<file path="config.mk">
export PLATFORM = sky130hd
export DESIGN_NAME = stage_id
export DESIGN_NICKNAME = d
export VERILOG_FILES = /design/src/rtl/id_pkg.sv /design/src/rtl/regfile_2r1w.sv /design/src/rtl/stage_id.sv
export SDC_FILE = /design/constraint.sdc
export NUM_CORES = 2
export LEC_CHECK = 0
export BUFFER_PORTS_ARGS = -buffer_cell sky130_fd_sc_hd__buf_2
export CELL_PAD_IN_SITES_DETAIL_PLACEMENT = 1
export CELL_PAD_IN_SITES_GLOBAL_PLACEMENT = 1
export CORE_UTILIZATION = 54
export CTS_BUF_LIST = sky130_fd_sc_hd__clkbuf_8
export DETAILED_ROUTE_END_ITERATION = 12
export PLACE_DENSITY_LB_ADDON = 0.12
export SETUP_SLACK_MARGIN = 0.2
export SLEW_MARGIN = 20
export SYNTH_ARGS = -nofsm -noshare
export SYNTH_HDL_FRONTEND = slang
export SYNTH_SLANG_ARGS = --single-unit
</file>
<file path="constraint.sdc">
create_clock -name Clock_in -period 50.4 [get_ports Clock_in]
set_input_delay 7.56 -clock Clock_in [delete_from_list [all_inputs] [get_ports Clock_in]]
set_output_delay 7.56 -clock Clock_in [all_outputs]
set_load 0.03 [all_outputs]
</file>
<file path="src/rtl/id_pkg.sv">
// id_pkg: opcodes, field positions and constants shared by the decode stage.
package id_pkg;
  localparam logic [5:0] OP_RTYPE = 6'h00;
  localparam logic [5:0] OP_ADDI  = 6'h08;
  localparam logic [5:0] OP_LW    = 6'h23;
  localparam logic [5:0] OP_SW    = 6'h2B;
  localparam logic [5:0] OP_BEQ   = 6'h04;
  localparam logic [5:0] OP_BNE   = 6'h05;
  localparam logic [5:0] OP_J     = 6'h02;
  localparam logic [31:0] NOP_WORD = 32'h0000_0000;
  localparam int RF_DEPTH = 32;
  localparam int OPC_HI = 31, OPC_LO = 26;
  localparam int RS_HI = 25, RS_LO = 21;
  localparam int RT_HI = 20, RT_LO = 16;
  localparam int RD_HI = 15, RD_LO = 11;
  localparam int FN_HI = 5, FN_LO = 0;
  localparam int IMM_HI = 15, IMM_LO = 0;
  localparam int JT_HI = 25;
  function automatic logic [31:0] sext16(input logic [15:0] v);
    return {{16{v[15]}}, v};
  endfunction
endpackage

</file>
<file path="src/rtl/regfile_2r1w.sv">
// regfile_2r1w: 32x32 register file, two combinational read ports with
// write-first bypass, one synchronous write port, r0 fixed at zero.
module regfile_2r1w
  import id_pkg::*;
(
  input  logic        i_clk,
  input  logic        i_rst,
  input  logic        i_we,
  input  logic [4:0]  i_waddr,
  input  logic [31:0] i_wdata,
  input  logic [4:0]  i_raddr_a,
  input  logic [4:0]  i_raddr_b,
  output logic [31:0] o_rdata_a,
  output logic [31:0] o_rdata_b
);
  logic [31:0] r_mem [RF_DEPTH];
  always_ff @(posedge i_clk or posedge i_rst)
    if (i_rst) for (int i = 0; i < RF_DEPTH; i++) r_mem[i] <= '0;
    else if (i_we && i_waddr != '0) r_mem[i_waddr] <= i_wdata;
  always_comb begin
    o_rdata_a = (i_raddr_a == '0) ? '0 : (i_we && i_waddr == i_raddr_a) ? i_wdata : r_mem[i_raddr_a];
    o_rdata_b = (i_raddr_b == '0) ? '0 : (i_we && i_waddr == i_raddr_b) ? i_wdata : r_mem[i_raddr_b];
  end
endmodule

</file>
<file path="src/rtl/stage_id.sv">
// stage_id: instruction decode with IF/ID latch, branch resolution,
// hazard stall and ID/EX operand registers.
module stage_id
  import id_pkg::*;
(
  input  logic        Clock_in,
  input  logic        Reset_in,
  input  logic [31:0] IF_INS_in,
  input  logic [31:0] IF_PC_NEXT_in,
  output logic        CS_Branch,
  output logic [31:0] PC_MUX_IN,
  output logic        CS_PC_Signal_write,
  input  logic        EX_RegWrite_in,
  input  logic        EX_MemRead_in,
  input  logic [4:0]  EX_Dest_in,
  input  logic        MEM_MemRead_in,
  input  logic [4:0]  MEM_Dest_in,
  input  logic        WB_we_in,
  input  logic [4:0]  WB_addr_in,
  input  logic [31:0] WB_data_in,
  output logic [31:0] ID_RS_DATA,
  output logic [31:0] ID_RT_DATA,
  output logic [31:0] ID_IMM,
  output logic [4:0]  ID_RT,
  output logic [4:0]  ID_RD,
  output logic [5:0]  ID_OPCODE,
  output logic [5:0]  ID_FUNCT,
  output logic        ID_RegWrite,
  output logic        ID_MemRead,
  output logic        ID_MemWrite
);
  logic [31:0] r_ins, r_pc;
  logic [5:0]  w_op, w_fn;
  logic [4:0]  w_rs, w_rt, w_rd;
  logic [31:0] w_imm, w_rs_val, w_rt_val;
  logic w_rtype, w_addi, w_lw, w_sw, w_beq, w_bne, w_j, w_use_rt;
  logic w_ex_hit, w_mem_hit, w_load_use, w_br_stall, w_stall, w_taken;

  regfile_2r1w u_rf (
    .i_clk(Clock_in), .i_rst(Reset_in), .i_we(WB_we_in), .i_waddr(WB_addr_in),
    .i_wdata(WB_data_in), .i_raddr_a(w_rs), .i_raddr_b(w_rt),
    .o_rdata_a(w_rs_val), .o_rdata_b(w_rt_val)
  );

  always_comb begin
    w_op = r_ins[OPC_HI:OPC_LO];
    w_rs = r_ins[RS_HI:RS_LO];
    w_rt = r_ins[RT_HI:RT_LO];
    w_rd = r_ins[RD_HI:RD_LO];
    w_fn = r_ins[FN_HI:FN_LO];
    w_imm = sext16(r_ins[IMM_HI:IMM_LO]);
    w_rtype = w_op == OP_RTYPE;
    w_addi = w_op == OP_ADDI;
    w_lw = w_op == OP_LW;
    w_sw = w_op == OP_SW;
    w_beq = w_op == OP_BEQ;
    w_bne = w_op == OP_BNE;
    w_j = w_op == OP_J;
    w_use_rt = w_rtype | w_beq | w_bne | w_sw;
    w_load_use = EX_MemRead_in && EX_Dest_in != '0 &&
                 (EX_Dest_in == w_rs || (w_use_rt && EX_Dest_in == w_rt));
    // Branches compare in ID, so any in-flight producer of a compared operand must drain first.
    w_ex_hit = EX_RegWrite_in && EX_Dest_in != '0 && (EX_Dest_in == w_rs || EX_Dest_in == w_rt);
    w_mem_hit = MEM_MemRead_in && MEM_Dest_in != '0 && (MEM_Dest_in == w_rs || MEM_Dest_in == w_rt);
    w_br_stall = (w_beq | w_bne) && (w_ex_hit || w_mem_hit);
    w_stall = w_load_use | w_br_stall;
    w_taken = !w_stall && ((w_beq && w_rs_val == w_rt_val) || (w_bne && w_rs_val != w_rt_val) || w_j);
    CS_Branch = w_taken;
    CS_PC_Signal_write = !w_stall;
    PC_MUX_IN = w_j ? {r_pc[31:26], r_ins[JT_HI:0]} : r_pc + w_imm;
  end

  always_ff @(posedge Clock_in or posedge Reset_in)
    if (Reset_in) begin
      r_ins <= NOP_WORD;
      r_pc <= '0;
      ID_RS_DATA <= '0;
      ID_RT_DATA <= '0;
      ID_IMM <= '0;
      ID_RT <= '0;
      ID_RD <= '0;
      ID_OPCODE <= '0;
      ID_FUNCT <= '0;
      ID_RegWrite <= 1'b0;
      ID_MemRead <= 1'b0;
      ID_MemWrite <= 1'b0;
    end else begin
      if (!w_stall) begin
        r_ins <= w_taken ? NOP_WORD : IF_INS_in;
        r_pc <= IF_PC_NEXT_in;
      end
      ID_RS_DATA <= w_stall ? '0 : w_rs_val;
      ID_RT_DATA <= w_stall ? '0 : w_rt_val;
      ID_IMM <= w_stall ? '0 : w_imm;
      ID_RT <= w_stall ? '0 : w_rt;
      ID_RD <= w_stall ? '0 : (w_rtype ? w_rd : w_rt);
      ID_OPCODE <= w_stall ? '0 : w_op;
      ID_FUNCT <= w_stall ? '0 : w_fn;
      ID_RegWrite <= !w_stall && (w_rtype | w_addi | w_lw);
      ID_MemRead <= !w_stall && w_lw;
      ID_MemWrite <= !w_stall && w_sw;
    end
endmodule

</file>
# After elaboration in Yosys (flattened, before gate mapping)
# Cells that the tools add are included.
# W data, S select, Z words.
# op_classes
n_addsub,1
magnitude_cmp,4
n_reduce_logical,31
bitwise_logic,10
n_mux,23
eq_ne,14
# ops
op,count
$bwmux W1024,1
$mux W32,14
$bmux W32 S5,2
$demux W32 S5,1
$add A32 B32 Y32,1
$eq A32 B32 Y1,1
$ne A32 B32 Y1,1
$eq A5 B5 Y1,6
$ge A6 B6 Y1 const B,3
$logic_and A1 B1 Y1,18
$not A5 Y6,3
$mux W5,3
$reduce_bool A5 Y1,3
$eq A6 B3 Y1 const B,2
$eq A6 B6 Y1 const B,2
$mux W6,2
$logic_not A5 Y1,2
$or A1 B1 Y1,7
$eq A6 B2 Y1 const B,1
$eq A6 B4 Y1 const B,1
$logic_not A6 Y1,1
$logic_or A1 B1 Y1,6
$lt A6 B1 Y1 const B,1
$logic_not A1 Y1,1
# totals
input_bits,117
wordCells,127
register_bits,1209
output_inout_bits,155

# Longest topological paths before layout
# depth
depth_word,12
ltp_mapped,18
mapped_depth_nobuf,15

# Modules after synthesis
# Synthesis repeated with hierarchy kept, for this count alone.
# hier_totals
hier_cells,4706
hier_area_um2,63850.0
# modules_own_cells
module,n_inst,area_each_um2,cells_per_inst,seq_area_each_um2
regfile_2r1w,1,55150.4,3814,25624.6
stage_id,1,8699.6,892,4078.9

# Worst setup path after synthesis
# OpenSTA, ideal clock, no wires.
# synth_timing
kind,input-to-output
start,in WB_addr_in[2]
end,out CS_Branch
required_time_ps,42840
arrival_ps,10659
n_path_buf,2
cell_stages,14
path_slack_ps,32181
cell_sequence,buf_2 xnor2_1 nand3_1 or3_1 buf_2 o22ai_2 nor2_1 or4_1 o32a_1 a2111oi_2 nand4_1 mux2_4 nor2_1 nor2_1
# synth_via
elab_chain_len,9
elab_cells_between_ends,15
cone_classes,eq/ne: 4; mux: 4; reduce/logical: 7
# synth_rtl
item,line,text
from (decl),stage_id.sv:19,"input logic [4:0] WB_addr_in,"
$eq A5 B5 Y1 (on tied branches),"regfile_2r1w.sv:21, regfile_2r1w.sv:22",
$logic_and A1 B1 Y1 (on tied branches),"regfile_2r1w.sv:21, regfile_2r1w.sv:22",
$mux W32 (on tied branches) (2 in a row),"regfile_2r1w.sv:21, regfile_2r1w.sv:22",
$eq A32 B32 Y1 / $ne A32 B32 Y1 (equally long branches),stage_id.sv:67,w_taken = !w_stall && ((w_beq && w_rs_val == w_rt_val) || (w_bne && w_rs_val != w_rt_val) || w_j);
$logic_and A1 B1 Y1,stage_id.sv:67,
$logic_or A1 B1 Y1 (*) (2 in a row),stage_id.sv:67,
$logic_and A1 B1 Y1 (*),stage_id.sv:67,
to (decl),stage_id.sv:10,"output logic CS_Branch,"
# Every way passes the cells marked *; elsewhere a longest branch is shown, timed or not.

# Worst setup path in the final report
# Same ends and word-level chain as after synthesis.

==> PnR_summary.wiki <==
{| class="wikitable"
! Metric !! Value
|-
| Run status || complete, no violations
|-
| Delay-heaviest family, CP || simple AND/OR/NAND/NOR gates
|-
| Count of distinct cell types in the synthesized netlist || 71
|-
| Endpoint required time on the critical path || 42,840 ps
|-
| Initial drt markers || 4,004
|-
| Placement Setup Slack || between 30,000 and 40,000 ps
|-
| Number of clock buffers inserted by TritonCTS || 200
|-
| Count of vias placed by the detailed router || between 40,000 and 50,000
|-
| Clock tree from TritonCTS || built
|-
| Global routing usage summed across all routing layers || 0.369
|-
| Final count of pins violating max slew || 0
|-
| Clock latency of the later-clocked register in the worst-skew pair || 950 ps
|-
| Worst hold margin || between 300 and 400 ps
|-
| Worst slew margin relative to its limit || 0.285
|-
| Source of the critical timing path || WB_addr_in[2]
|-
| Pwr Density || just over 40 nW/um^2
|-
| Count of standard-cell rows || roughly 130
|-
| Layout area overhead || 10.4%
|-
| Final instance area || 70,000 um^2
|-
| Area after detailed placement || 65,700 um^2
|-
| Critical path type || in -> out
|-
| Mapped cell area || approximately 63,000 um^2
|-
| Setup repair after global routing missed its margin || false
|-
| Largest voltage drop on the vdd net || 0.0310 mV
|-
| H-tree depth || 4
|-
| Net switching component of the power || around 0.9 mW
|-
| Synthesized netlist cell count || 4,572
|-
| Fill count || approximately 11,000
|-
| Biggest cell delay along the critical path || 920 ps
|-
| Sw Share || 0.314
|-
| Final-stage net count || 4,812
|-
| Type of element capturing the critical path || output port
|-
| Final worst slack || just over 30,000 ps
|-
| Inst Count DP || 5,985
|-
| Initial Utilization || 0.545
|-
| Internal power || 1.98 mW
|-
| Post-cts sizing count || 0
|-
| Flip-flop and latch count after synthesis || roughly 1,200
|-
| Vertical die dimension || 345 um
|-
| Overall Power || about 2.9 mW
|-
| Final critical-path share of the clock period || 0.401
|-
| Reg power frac || 0.436
|-
| Combinational share of power || 0.246
|-
| Clock Skew || 53.7 ps
|-
| Syn. warnings || 0
|-
| Filler-free cell count of the finished design || 6,358
|-
| Setup crit end || CS_Branch
|-
| Share of synthesized registers carrying an async set or reset || 1.00
|-
| Initial antenna violation count || 16
|-
| Number of synthesized flops with an enable pin || 0
|-
| Post-route minimum period || 20,190 ps
|-
| Count of final hold-check violations || 0
|-
| Total of buffers placed on input and output ports || 271
|-
| Arrival time of data at the critical path endpoint || 12,630 ps
|-
| Number of buffers inserted by hold repair at cts || 0
|-
| Count of buffers added by post-CTS timing repair for setup || 0
|-
| Leftover overflow at the end of global routing || 0
|-
| Post-synth top flop || dfrtp_1
|-
| Via density || 6.87
|-
| Die area || 119,000 um^2
|-
| Wire length of the first global-routing pass || 316 mm
|-
| Launch instance of the worst register-to-register path || r_ins[21]
|-
| Detailed Route WL || 216 mm
|-
| Clk slew on worst S/H paths || 60 ps
|-
| Maximum number of pins on one net before global-route repair || 169
|-
| Detailed-route DRC error count || 0
|-
| Final weighted congestion of routability-driven global placement || between 0.9 and 1
|-
| Number of I/O pins || between 200 and 300
|-
| Post-Route Setup TNS || 0 ps
|-
| Biggest fanout along the worst timing path || 44
|-
| Worst Max-Slew Pin Slew || 1070 ps
|-
| Syn avg cell area || between 10 and 15 um^2
|-
| Fraction of the core area covered by cells at the end of the flow || 0.602
|-
| Die X-Extent || 345 um
|-
| Number of buffers between clock root and the deepest sink || 3
|-
| Post-route antenna net violation count || 0
|-
| Relative contribution of the clock network to total power || 0.318
|-
| HPWL after detailed placement || around 130 mm
|-
| Setup Viol. Count Final || 0
|-
| Flop2flop setup slack || 42,240 ps
|-
| Number of sinks on the clock net || between 1,000 and 1,500
|-
| Proportion of layout cells with a drive suffix above 1 || 0.474
|-
| CP Launch Type || primary input
|-
| Share of the yosys chip area belonging to registers || 0.469
|-
| Root cell of the clock tree || clkbuf_8
|-
| Max-cap violations || 0
|-
| Core Area || around 120,000 um^2
|-
| Terminus of the critical flop-to-flop path || r_ins[11]
|-
| Peak Freq || 0.0495 GHz
|-
| Leakage Power || 30.9 nW
|-
| Buf/Inv on CP || 3
|-
| Post-detailed-route wirelength per cell || 33.9 um
|-
| Pre-antenna DRT Iters || 6
|-
| Chain of cells forming the critical path || buf_2, xor2_1, nor3_4, buf_4, and3_2, o221ai_1, nor4_1, a221oi_1, nor4_1, nand4_1, mux2_4, nor2_1, nor2_1, buf_2
|-
| Worst-case reg-to-reg path depth || 17
|-
| Class of the worst hold path || reg -> reg
|-
| Post-synthesis net count || approximately 4,700
|-
| CP max stage cell || and3_2
|-
| Worst path depth || 14
|-
| Via count of the first global-routing pass || between 40,000 and 50,000
|}
-- cell families after synthesis --
family	synth area share
DFF	0.469
muxes	0.381
adders and majority gates	0.00644
and+or+nand+nor	0.0509
buffers and inverters	0.0361
AOI/OAI and AO/OA	0.0474
xor gates and xnor gates	0.00926
-- routing by layer --
| metal | GRT usage | vias to the layer above | share of wire |
|---|---|---|---|
| met3 | 0.0793 | 601 | 0.080 |
| met4 | 0.202 | 14 | 0.059 |
| met1 | 0.484 | 23468 | 0.39 |
| met2 | 0.578 | 2028 | 0.47 |
| li1 | - | 17574 | - |
| met5 | 0 | - | 0.00044 |
-- registers in the layout, indices dropped and copies added, names as in the netlist --
name	flops
u_rf.r_mem	1024
ID_RS_DATA	32
r_pc	32
ID_MemRead	1
ID_RT_DATA	32
ID_RegWrite	1
ID_RD	5
ID_IMM	11
ID_RT	5
ID_MemWrite	1
r_ins	32
ID_FUNCT	5
ID_OPCODE	6
-- layout make-up --
cell class / count / area, um^2 / area share
antenna: 5 / 12.5 / 0.000179
clock buffer: 266 / 3660 / 0.0523
clock inverter: 102 / 622 / 0.00888
inverter: 30 / 120 / 0.00172
multi-input combinational: 2864 / 31700 / 0.452
sequential: 1187 / 29700 / 0.425
tap: 1524 / 1910 / 0.0272
timing repair buffer: 380 / 2290 / 0.0327
-- placed cells by master (no fill, tap or decap), drive strengths merged, types with 8 or more instances in the layout --
cell type	count
dfrtp	1187
mux2	996
mux4	516
buf	380
clkbuf	266
nor2	258
nand2	213
o22ai	143
mux2i	131
inv	96
a21oi	73
xor2	39
nor4	37
and2	36
nor3	35
a22o	31
ha	31
o21ai	31
a32oi	30
nand4b	29
o221ai	29
xnor2	28
clkinv	25
nand3	20
and3	19
a221oi	15
o221a	14
o32ai	14
a21o	13
nand2b	8
-- power by group through the flow --
| stage | clock, mW | sequential, mW | combinational (mW) |
|---|---|---|---|
| 3_3_place_gp | 0 | 1.25 | 0.684 |
| 2_1_floorplan | 0 | 1.25 | 0.504 |
| 3_5_place_dp | 0 | 1.27 | 0.703 |
| 5_1_grt | 0.971 | 1.28 | 0.750 |
| 6_report | 0.916 | 1.26 | 0.710 |
| 4_1_cts | 0.931 | 1.25 | 0.706 |
-- how the worst min path moves through the flow --
stage                startpoint                to  slack [ps]  depth (start not counted)
6_report       u_rf.r_mem[1007]  u_rf.r_mem[1007]         390                          0
5_1_grt        u_rf.r_mem[1007]  u_rf.r_mem[1007]         410                          0
4_1_cts        u_rf.r_mem[1007]  u_rf.r_mem[1007]         400                          0
3_5_place_dp   u_rf.r_mem[1007]  u_rf.r_mem[1007]         380                          0
3_3_place_gp   u_rf.r_mem[1010]  u_rf.r_mem[1010]         380                          0
2_1_floorplan  u_rf.r_mem[1000]  u_rf.r_mem[1000]         440                          1
-- synthesized netlist by cell type, types with 4 or more instances --
library cell | instances | area (um^2)
nand4_1 | 5 | 31.3
nand2_1 | 213 | 800
xor2_1 | 39 | 342
or4_1 | 4 | 30.0
nor3b_1 | 4 | 30.0
a31oi_1 | 4 | 25.0
xnor2_1 | 28 | 245
buf_4 | 46 | 345
or2_2 | 6 | 37.5
nor4_1 | 36 | 225
a221oi_1 | 15 | 131
nand2b_1 | 8 | 50.1
and3_1 | 19 | 119
and2_1 | 35 | 219
o31ai_1 | 6 | 45.0
a32oi_1 | 30 | 263
nand4b_1 | 29 | 254
inv_1 | 29 | 109
nand3b_1 | 5 | 37.5
o221a_2 | 14 | 158
a21oi_1 | 73 | 365
clkbuf_1 | 277 | 1040
o221ai_1 | 29 | 254
mux2i_1 | 131 | 1310
nor2b_1 | 6 | 37.5
buf_2 | 82 | 410
nor2_1 | 258 | 968
a21o_1 | 13 | 97.6
buf_1 | 78 | 293
nor3_1 | 33 | 165
buf_6 | 8 | 90.1
o22ai_1 | 142 | 888
nand3_1 | 20 | 100
o32ai_1 | 14 | 123
mux4_2 | 516 | 11600
ha_1 | 31 | 388
o21ai_0 | 30 | 150
mux2_2 | 995 | 11200
a22o_1 | 31 | 272
dfrtp_1 | 1187 | 29700
No activity file was read; power rests on OpenSTA's default activity.
